==> src/rtl/gsim_pkg.sv <==
`default_nettype none
// +----------------------------------------------------------------------+
// | gsim_pkg : shared states, timing constants and widths for gsim_sched |
// | Revision : 1.0                                                       |
// +----------------------------------------------------------------------+
package gsim_pkg;

  localparam int ITER_W     = 7;
  localparam int ROW_W      = 2;
  localparam int COEF_W     = 16;
  localparam int XREG_W     = 32;
  localparam int NROWS      = 4;
  localparam int S_CYCLES   = 3;
  localparam int BUBBLES    = 2;
  localparam int DRAIN_CYC  = 2;
  localparam int ROW_PERIOD = 1 + S_CYCLES + BUBBLES + 1;

  typedef enum logic [2:0] {
    ST_IDLE  = 3'd0,
    ST_INS   = 3'd1,
    ST_ROW_B = 3'd2,
    ST_ROW_S = 3'd3,
    ST_ROW_W = 3'd4,
    ST_ROW_M = 3'd5,
    ST_DRAIN = 3'd6,
    ST_DONE  = 3'd7
  } state_t;

  // Column order for the subtract phase: ascending, skipping the diagonal.
  function automatic logic [ROW_W-1:0] first_j(input logic [ROW_W-1:0] row);
    return (row == '0) ? ROW_W'(1) : ROW_W'(0);
  endfunction

  function automatic logic [ROW_W-1:0] next_j(input logic [ROW_W-1:0] row,
                                              input logic [ROW_W-1:0] j);
    logic [ROW_W-1:0] n;
    n = j + ROW_W'(1);
    if (n == row) n = n + ROW_W'(1);
    return n;
  endfunction

endpackage
`default_nettype wire

==> src/rtl/gsim_opsel.sv <==
`default_nettype none
// +----------------------------------------------------------------------+
// | gsim_opsel : core operand selection with multiply-result forwarding  |
// | Revision   : 1.0                                                     |
// +----------------------------------------------------------------------+
module gsim_opsel
  import gsim_pkg::*;
(
  input  logic                  i_clk,
  input  logic                  i_reset,
  input  logic                  s_en_i,
  input  logic                  m_en_i,
  input  logic [ROW_W-1:0]      row_i,
  input  logic [ROW_W-1:0]      j_i,
  input  logic [255:0]          i_a_mat,
  input  logic [63:0]           i_inv,
  input  logic [127:0]          i_x_data,
  input  logic [31:0]           i_mul_forw,
  input  logic [31:0]           i_sub_forw,
  output logic [31:0]           inst_a_o,
  output logic [15:0]           inst_b_o,
  output logic                  zero_o
);

  logic [COEF_W-1:0] w_a   [NROWS*NROWS];
  logic [COEF_W-1:0] w_inv [NROWS];
  logic [XREG_W-1:0] w_x   [NROWS];

  genvar gi;
  generate
    for (gi = 0; gi < NROWS*NROWS; gi++) begin : g_amat
      assign w_a[gi] = i_a_mat[COEF_W*gi +: COEF_W];
    end
    for (gi = 0; gi < NROWS; gi++) begin : g_vec
      assign w_inv[gi] = i_inv[COEF_W*gi +: COEF_W];
      assign w_x[gi]   = i_x_data[XREG_W*gi +: XREG_W];
    end
  endgenerate

  // Multiply result lands in the core 2 cycles after ROW_M; until then x is stale.
  logic             m_d1_q, m_d2_q;
  logic [ROW_W-1:0] idx_d1_q, idx_d2_q;

  always_ff @(posedge i_clk or posedge i_reset) begin
    if (i_reset) begin
      m_d1_q   <= 1'b0;
      m_d2_q   <= 1'b0;
      idx_d1_q <= '0;
      idx_d2_q <= '0;
    end else begin
      m_d1_q   <= m_en_i;
      m_d2_q   <= m_d1_q;
      idx_d1_q <= row_i;
      idx_d2_q <= idx_d1_q;
    end
  end

  logic w_fwd;
  assign w_fwd = m_d2_q && (idx_d2_q == j_i);

  always_comb begin
    inst_a_o = '0;
    inst_b_o = '0;
    zero_o   = 1'b1;
    if (s_en_i) begin
      inst_a_o = w_fwd ? i_mul_forw : w_x[j_i];
      inst_b_o = w_a[{row_i, j_i}];
      zero_o   = 1'b0;
    end else if (m_en_i) begin
      inst_a_o = i_sub_forw;
      inst_b_o = w_inv[row_i];
      zero_o   = 1'b0;
    end
  end

endmodule
`default_nettype wire

==> src/rtl/gsim_sched.sv <==
`default_nettype none
// +----------------------------------------------------------------------+
// | gsim_sched : Gauss-Seidel row scheduler driving the solver core      |
// | Revision   : 1.0                                                     |
// +----------------------------------------------------------------------+
module gsim_sched
  import gsim_pkg::*;
(
  input  logic         i_clk,
  input  logic         i_reset,
  input  logic         i_start,
  input  logic [6:0]   i_iter,
  input  logic [63:0]  i_b,
  input  logic [255:0] i_a_mat,
  input  logic [63:0]  i_inv,
  input  logic [127:0] i_x_data,
  input  logic [31:0]  i_mul_forw,
  input  logic [31:0]  i_sub_forw,
  output logic [31:0]  o_inst_A,
  output logic [15:0]  o_inst_B,
  output logic [1:0]   o_idx,
  output logic         o_m_en,
  output logic         o_s_en,
  output logic         o_s_last,
  output logic         o_zero,
  output logic         o_b_ins,
  output logic [63:0]  o_b_ins_data,
  output logic         o_b_up,
  output logic [1:0]   o_b_up_idx,
  output logic [15:0]  o_b_up_data,
  output logic         o_busy,
  output logic         o_done
);

  state_t            state_q;
  logic [ROW_W-1:0]  row_q, j_q;
  logic [1:0]        cnt_q;
  logic [ITER_W-1:0] iter_q, n_q;
  logic              busy_q, done_q, b_ins_q, b_up_q, s_en_q, s_last_q, m_en_q;

  // Control outputs are registered: each edge computes the flags of the state it enters.
  always_ff @(posedge i_clk or posedge i_reset) begin
    if (i_reset) begin
      state_q  <= ST_IDLE;
      row_q    <= '0;
      j_q      <= '0;
      cnt_q    <= '0;
      iter_q   <= '0;
      n_q      <= '0;
      busy_q   <= 1'b0;
      done_q   <= 1'b0;
      b_ins_q  <= 1'b0;
      b_up_q   <= 1'b0;
      s_en_q   <= 1'b0;
      s_last_q <= 1'b0;
      m_en_q   <= 1'b0;
    end else begin
      done_q   <= 1'b0;
      b_ins_q  <= 1'b0;
      b_up_q   <= 1'b0;
      s_en_q   <= 1'b0;
      s_last_q <= 1'b0;
      m_en_q   <= 1'b0;
      case (state_q)
        ST_IDLE: begin
          if (i_start) begin
            state_q <= ST_INS;
            n_q     <= i_iter;
            iter_q  <= '0;
            row_q   <= '0;
            busy_q  <= 1'b1;
            b_ins_q <= 1'b1;
          end
        end
        ST_INS: begin
          if (n_q == '0) begin
            state_q <= ST_DONE;
            done_q  <= 1'b1;
          end else begin
            state_q <= ST_ROW_B;
            row_q   <= '0;
            b_up_q  <= 1'b1;
          end
        end
        ST_ROW_B: begin
          state_q <= ST_ROW_S;
          cnt_q   <= '0;
          s_en_q  <= 1'b1;
          j_q     <= first_j(row_q);
        end
        ST_ROW_S: begin
          if (cnt_q == 2'(S_CYCLES - 1)) begin
            state_q <= ST_ROW_W;
            cnt_q   <= '0;
          end else begin
            cnt_q    <= cnt_q + 2'd1;
            s_en_q   <= 1'b1;
            s_last_q <= (cnt_q == 2'(S_CYCLES - 2));
            j_q      <= next_j(row_q, j_q);
          end
        end
        ST_ROW_W: begin
          if (cnt_q == 2'(BUBBLES - 1)) begin
            state_q <= ST_ROW_M;
            m_en_q  <= 1'b1;
          end else begin
            cnt_q <= cnt_q + 2'd1;
          end
        end
        ST_ROW_M: begin
          cnt_q <= '0;
          if (row_q != ROW_W'(NROWS - 1)) begin
            state_q <= ST_ROW_B;
            row_q   <= row_q + ROW_W'(1);
            b_up_q  <= 1'b1;
          end else if ((iter_q + ITER_W'(1)) < n_q) begin
            state_q <= ST_ROW_B;
            row_q   <= '0;
            iter_q  <= iter_q + ITER_W'(1);
            b_up_q  <= 1'b1;
          end else begin
            state_q <= ST_DRAIN;
          end
        end
        ST_DRAIN: begin
          if (cnt_q == 2'(DRAIN_CYC - 1)) begin
            state_q <= ST_DONE;
            done_q  <= 1'b1;
          end else begin
            cnt_q <= cnt_q + 2'd1;
          end
        end
        default: begin
          state_q <= ST_IDLE;
          busy_q  <= 1'b0;
        end
      endcase
    end
  end

  gsim_opsel u_opsel (
    .i_clk      (i_clk),
    .i_reset    (i_reset),
    .s_en_i     (s_en_q),
    .m_en_i     (m_en_q),
    .row_i      (row_q),
    .j_i        (j_q),
    .i_a_mat    (i_a_mat),
    .i_inv      (i_inv),
    .i_x_data   (i_x_data),
    .i_mul_forw (i_mul_forw),
    .i_sub_forw (i_sub_forw),
    .inst_a_o   (o_inst_A),
    .inst_b_o   (o_inst_B),
    .zero_o     (o_zero)
  );

  assign o_s_en       = s_en_q;
  assign o_s_last     = s_last_q;
  assign o_m_en       = m_en_q;
  assign o_idx        = (s_en_q || m_en_q) ? row_q : '0;
  assign o_b_ins      = b_ins_q;
  assign o_b_ins_data = b_ins_q ? i_b : '0;
  assign o_b_up       = b_up_q;
  assign o_b_up_idx   = b_up_q ? row_q : '0;
  assign o_b_up_data  = b_up_q ? i_b[COEF_W*row_q +: COEF_W] : '0;
  assign o_busy       = busy_q;
  assign o_done       = done_q;

endmodule
`default_nettype wire

==> config.mk <==
export PLATFORM = sky130hd
export DESIGN_NAME = gsim_sched
export DESIGN_NICKNAME = d
export VERILOG_FILES = /design/src/rtl/gsim_pkg.sv /design/src/rtl/gsim_opsel.sv /design/src/rtl/gsim_sched.sv
export SDC_FILE = /design/constraint.sdc
export NUM_CORES = 1
export LEC_CHECK = 0
export ABC_AREA = 0
export ABC_CLOCK_PERIOD_IN_PS = 3400
export BUFFER_PORTS_ARGS = -buffer_cell sky130_fd_sc_hd__buf_2
export CORE_AREA = 8 8 273 275
export CTS_BUF_LIST = sky130_fd_sc_hd__clkbuf_4
export DETAILED_ROUTE_END_ITERATION = 8
export DIE_AREA = 0 0 281 283
export MAX_ROUTING_LAYER = met4
export PLACE_DENSITY = 0.33
export SYNTH_ARGS = -nofsm -noshare
export SYNTH_HDL_FRONTEND = slang
export SYNTH_SLANG_ARGS = --single-unit
==> constraint.sdc <==
create_clock -name i_clk -period 3.4 [get_ports i_clk]
set_input_delay 0.68 -clock i_clk [delete_from_list [all_inputs] [get_ports i_clk]]
set_output_delay 0.68 -clock i_clk [all_outputs]
set_load 0.02 [all_outputs]
==> impl_metrics.yaml, run 1 <==
yosys:
  netlist.area_leader.share_pct: 30.6
  syn_area_um2: 6990
  synth_seq_cells: 36
  synthAdderAreaFrac_pct: 2.33
  synthXorXnorAreaFrac_pct: 1.00
  synth-edff-count: 0
  synth.distinct_cells: 57
  ys.flop_type: "dfrtp_1"
  syn_inst: 654
  synth_nets: 1253
  synth.avg_cell_area_um2: 10.7
  yosysTopAreaCell: "mux4_2"
  ys_warn_count: 0
  synth_top_family_by_area: "multiplexers"
  yosys.area_share.simple_pct: 12.8
  synth_area_leaders: "mux4_2, dfrtp_1, mux2i_1"
  synth_mux_area_share_pct: 47.7
  seq_area_frac_synth_pct: 12.9
  ys_async_sr_fraction_pct: 100
  synth-compound-area-share_pct: 15.8
worst_setup_path:
  slowest_stage: "mux2i_1"
  start_kind: "register"
  required_ns: 2.72
  end_kind: "output port"
  reg2reg_depth: 10
  arrival_ns: 2.64
  crit_type: "reg2out"
  max_stage_delay_ns: 0.54
  crit_buf_inv: 2
  crit_cells: 5
  critical-path-top-delay-family: "multiplexers"
  path_cells: "buf_12 > mux4_2 > mux2i_1 > o21ai_0 > buf_2"
  crit_fanout: 34
timing:
  hold_viol: 0
  min_period_ns: 3.32
  fin_tns_setup_ns: 0
  relSlewSlack_pct: 44.5
  finalClockSkew_ns: 0.0171
  slew_viol_final: 0
  rsz0062_at_grt: "yes"
  finalSetupViolCount: 0
  period_share_pct: 97.5
  whs_ns: 0.361
  fmax_mhz: 302
  tightest_slew_ns: 0.833
power_and_ir_drop:
  seqPwrFrac_pct: 11.6
  p_sw_share_pct: 52.1
  combPwrFrac_pct: 84.3
  leakagePower_nw: 6.04
  max-vdd-ir-drop_mv: 0.196
  clock_power_share_pct: 4.0
  power_density_nw_per_um2: 580
  power_switching_mw: 3.61
  p_int_mw: 3.32
global_routing:
  grt_use_total_pct: 13.5
  grt_max_degree: 66
  grt_pass1_wl_mm: 75.7
  antenna_found_initial: 14
  grt.overflow.total: 0
  grt_pass1_vias: 9724
die:
  start_util_pct: 9.92
  rows: 98
  pin_count: 726
  fp.dieW_um: 281
  die_h_um: 283
  die_area_um2: 79500
  core_um2: 70500
outcome:
  status: "finished clean"
drt:
  wl_per_cell_um: 24.2
  drt_pass1_iterations: 5
  vias_per_cell: 3.81
  wl_met1_mm: 23.5
  drt_wl_total_mm: 56.0
  wl_met2_mm: 27.6
  met3WireLength_mm: 4.25
  drtIter0Drc: 354
  drc: 0
  top_layer: "met4"
  ant_nets: 0
  vias: 8831
layout:
  stdcell_count: 2320
  seq_area_um2: 915
  multiInputGateArea_um2: 5640
  nets: 1957
  layout_commonest_cell: "buf_2"
  layout_common_cells: "buf_2, mux4_2, and2_1"
  final_core_util_pct: 17.0
  syn2layout_area_growth_pct: 70.9
  drive_above_1_share_pct: 68.4
  fillers: 8031
placed_design:
  port_buffers: 725
  placedCellCount: 2297
  gp_congestion: 0.992
  hpwl_mm: 49.2
flow_run:
  max-cap-violations: 0
clock_tree:
  cts_tree: "done"
  cts_root_buffer: "clkbuf_4"
  clkTransAtPathRegs_ns: 0.13
  cts-buffers-inserted: 5
  cts_max_path_buffers: 2
  cts_sinks: 36
  insertion_delay_ns: 0.41
  htree_levels: 2
min_path:
  min_path_type: "reg2reg"
  min_path_cells: 0
-- power groups by stage --
stage | clock network, mW | logic (mW) | registers (mW)
detailed placement | 0 | 5.82 | 0.828
CTS | 0.304 | 5.87 | 0.821
finish | 0.280 | 5.84 | 0.808
floorplan | 0 | 3.88 | 0.694
global placement | 0 | 5.80 | 0.822
global route | 0.316 | 6.29 | 0.846
-- metrics by stage --
stage	worst slack [ns]	cell area, um^2	power, mW
after floorplan	0.993	6990	4.58
after global placement	0.235	11700	6.62
after detailed placement	0.278	11700	6.65
after CTS	-0.00807	11800	7.00
after global routing	-0.0340	11900	7.45
final	0.0836	12000	6.93
-- layer usage --
metal  global-route usage, %  up-vias
met5                       -        -
met4                    2.15        0
met3                    3.47       39
met2                    23.1      436
met1                    16.2     4331
li1                        -     4025
-- synth_stat cells, types with 4 or more instances --
| cell | number |
|---|---|
| buf_1 | 4 |
| mux4_2 | 95 |
| a22oi_1 | 15 |
| nand3_1 | 6 |
| buf_2 | 17 |
| o21ai_0 | 32 |
| a221oi_1 | 6 |
| a21oi_1 | 5 |
| mux2i_1 | 81 |
| buf_6 | 10 |
| ha_1 | 13 |
| inv_1 | 15 |
| nor2_1 | 20 |
| dfrtp_1 | 36 |
| buf_8 | 4 |
| nand2_1 | 32 |
| a22o_1 | 48 |
| a221oi_2 | 9 |
| mux2_2 | 32 |
| and2_1 | 85 |
| xnor2_1 | 5 |
| clkbuf_1 | 25 |
-- registers in the layout, indices dropped and copies added, names as in the netlist --
signal            flops
o_s_en                1
u_opsel.m_d2_q        1
iter_q                7
o_s_last              1
row_q                 2
u_opsel.idx_d2_q      2
j_q                   2
cnt_q                 2
o_done                1
n_q                   7
o_b_up                1
u_opsel.idx_d1_q      2
o_busy                1
o_m_en                1
state_q               3
u_opsel.m_d1_q        1
o_b_ins               1
-- kinds of logic after synthesis --
family	count (synthesis)
DFF	36
and+or+nand+nor	164
buffers and inverters	85
AOI/OAI and AO/OA	139
adders and majority gates	13
muxes	209
xor gates and xnor gates	8
-- final timing paths --
path,from,end,slack [ns]
min in group asynchronous,i_reset,iter_q[1],0.38
max in group asynchronous,i_reset,o_s_en,2.29
max reg2reg,iter_q[0],iter_q[5],0.58
max,j_q[0],o_inst_B[5],0.08
min,u_opsel.idx_d1_q[0],u_opsel.idx_d2_q[0],0.36
min reg2reg,u_opsel.idx_d1_q[0],u_opsel.idx_d2_q[0],0.36
-- final cells by class --
cell class,count,share of cell area [%]
timing repair buffer,765,34.0
tap,950,9.95
inverter,17,0.534
clock inverter,2,0.0942
multi-input combinational,533,47.2
antenna,11,0.230
sequential,36,7.65
clock buffer,6,0.377
-- repair_timing --
| action | CTS | global route |
|---|---|---|
| setup endpoints to repair | 7 | 14 |
| buffers inserted | 0 | 4 |
| pin swaps | 0 | 2 |
| gates resized for setup | 8 | 17 |
| hold buffers | 0 | 0 |
Power figures use the tool's default switching activity.
==> run 2: changes to the inputs <==
Settings changed: ABC_AREA 0 to 1, CORE_AREA 8 8 273 275 to 8 8 280 282, DIE_AREA 0 0 281 283 to 0 0 288 290, PLACE_DENSITY 0.33 to 0.35.
==> run 2 against run 1 <==
Critical path depth rose by 4. Critical path type unchanged. Die area rose by 5.0%. Synthesized cell count rose to 2.9 times the previous value. Combinational power rose by 29%. Clock power fell by 9.3%.
==> impl_metrics.yaml, run 2 <==
timing:
  whs_ns: 0.328
  min_period_ns: 3.20
  fmax_mhz: 313
  postLayoutSetupSlackWorst_ns: 0.203
  hold_viol: 0
  slew_viol_final: 0
  tightest_slew_ns: 0.639
  finalClockSkew_ns: 0.0267
  period_share_pct: 94.0
  finalSetupViolCount: 0
  relSlewSlack_pct: 57.4
layout:
  fillers: 8966
  syn2layout_area_growth_pct: 56.9
  drive_above_1_share_pct: 32.0
  reg_top3: "iter_q x7, n_q x7, state_q x3"
  layout_common_cells: "nand2_1, buf_2, inv_1"
  nets: 3120
  layout_commonest_cell: "nand2_1"
  final_core_util_pct: 18.5
power_and_ir_drop:
  leakagePower_nw: 8.74
  seqPwrFrac_pct: 9.1
  power_switching_mw: 5.54
  clock_power_share_pct: 3.0
  power_density_nw_per_um2: 629
  p_int_mw: 3.02
  max-vdd-ir-drop_mv: 0.365
  combPwrFrac_pct: 88.0
  p_sw_share_pct: 64.7
global_routing:
  grt.overflow.total: 0
  grt_pass1_vias: 13960
  antenna_found_initial: 14
  grt_use_total_pct: 15.9
  grt_pass1_wl_mm: 96.9
  grt_max_degree: 92
clock_tree:
  clkTransAtPathRegs_ns: 0.12
  insertion_delay_ns: 0.39
  cts_root_buffer: "clkbuf_4"
  htree_levels: 2
  cts_sinks: 36
  cts-buffers-inserted: 5
  post_cts_buffers: 0
  cts_max_path_buffers: 2
  cts_tree: "done"
worst_setup_path:
  required_ns: 2.72
  max_stage_delay_ns: 0.49
  crit_buf_inv: 3
  crit_fanout: 91
  crit_type: "reg2out"
  arrival_ns: 2.52
  slowest_stage: "dfrtp_4"
  critical-path-top-delay-family: "simple AND/OR/NAND/NOR gates"
  start_kind: "register"
  path_cells: "buf_16 > buf_6 > nand3_1 > nand3_1 > nand3_1 > nand2_1 > nand2_1 > nand2_1 > buf_2"
  end_kind: "output port"
drt:
  drc: 0
  vias_per_cell: 3.88
  wl_per_cell_um: 19.7
  drt_pass1_iterations: 5
  drt_wl_total_mm: 69.0
  vias: 13566
  drtIter0Drc: 709
  ant_nets: 0
yosys:
  yosysMostFrequentCell: "nand2_1"
  syn_area_um2: 8680
  seq_area_frac_synth_pct: 10.4
  ys_async_sr_fraction_pct: 100
  synth-edff-count: 0
  synth_seq_cells: 36
  yosysTopAreaCell: "nand2_1"
  synth.distinct_cells: 29
  ys_warn_count: 0
  synth_area_leaders: "nand2_1, nand3_1, inv_1"
  ys.flop_type: "dfrtp_1"
  synth.avg_cell_area_um2: 4.65
  netlist.area_leader.share_pct: 34.1
  synth_nets: 2465
  yosys-top-cells-count: "nand2_1, inv_1, nand3_1"
  syn_inst: 1866
die:
  die_area_um2: 83500
  die_h_um: 290
  pin_count: 726
  core_um2: 73800
  fp.dieW_um: 288
  rows: 100
  start_util_pct: 11.8
outcome:
  status: "finished clean"
flow_run:
  max-cap-violations: 0
placed_design:
  gp_congestion: 0.869
  hpwl_mm: 58.0
  pre_cts_slack_ns: 0.380
  port_buffers: 725
min_path:
  min_path_type: "in2async"
## run 2: metrics by stage
stage	area [um^2]	instances	TNS, ns	total power [mW]
global placement	13500	3482	0	8.42
global route	13600	3499	-0.000525	9.59
finish	13600	3499	0	8.56
CTS	13500	3490	0	8.67
detailed placement	13500	3482	0	8.38
floorplan	8680	1866	0	5.33
## run 2: cells by family after synthesis
group                    synth area share (%)
adder cells (fa/ha/maj)                  1.87
buffers and inverters                    20.3
AO/OA/AOI/OAI                            9.16
flip-flops                               10.4
XOR/XNOR                                0.303
AND/OR/NAND/NOR                          58.0
## run 2: worst paths after layout
check	cells past startpoint	slack, ns	startpoint	end
worst min-delay path	2	0.33	i_reset	state_q[0]
worst max-delay path	9	0.20	j_q[1]	o_inst_B[2]
worst max register to register	15	0.86	iter_q[0]	iter_q[1]
min in group i_clk	0	0.36	u_opsel.idx_d1_q[1]	u_opsel.idx_d2_q[1]
max in group asynchronous	3	2.47	i_reset	o_s_en
worst min register to register	0	0.36	u_opsel.idx_d1_q[1]	u_opsel.idx_d2_q[1]
## run 2: layout make-up
class,count,area (um^2),area share (%)
flip-flops and latches,36,916,6.72
repair buffers,771,4230,31.1
clock buffers,5,37.5,0.276
well taps,969,1210,8.90
clock inverters,3,18.8,0.138
diodes,8,20.0,0.147
multi-input cells,1404,6040,44.3
inverters,303,1150,8.44
## run 2: repair_timing
item	CTS	global route
hold buffers	0	0
gates resized for setup	1	10
endpoints found under the hold margin	0	0
cloned	0	1
setup endpoints to repair	1	12
## run 2: metal layers
| metal | track usage, % | part of all wire [%] |
|---|---|---|
| met5 | - | 0 |
| met1 | 20.3 | 46 |
| met2 | 27.2 | 48 |
| met4 | 1.49 | 0.51 |
| met3 | 2.49 | 5.5 |
## run 2: power by group through the flow
stage          registers, mW  logic (mW)  clock network (mW)
5_1_grt                0.812        8.48               0.290
6_report               0.777        7.53               0.254
3_3_place_gp           0.781        7.64                   0
4_1_cts                0.778        7.61               0.276
2_1_floorplan          0.676        4.65                   0
3_5_place_dp           0.783        7.59                   0
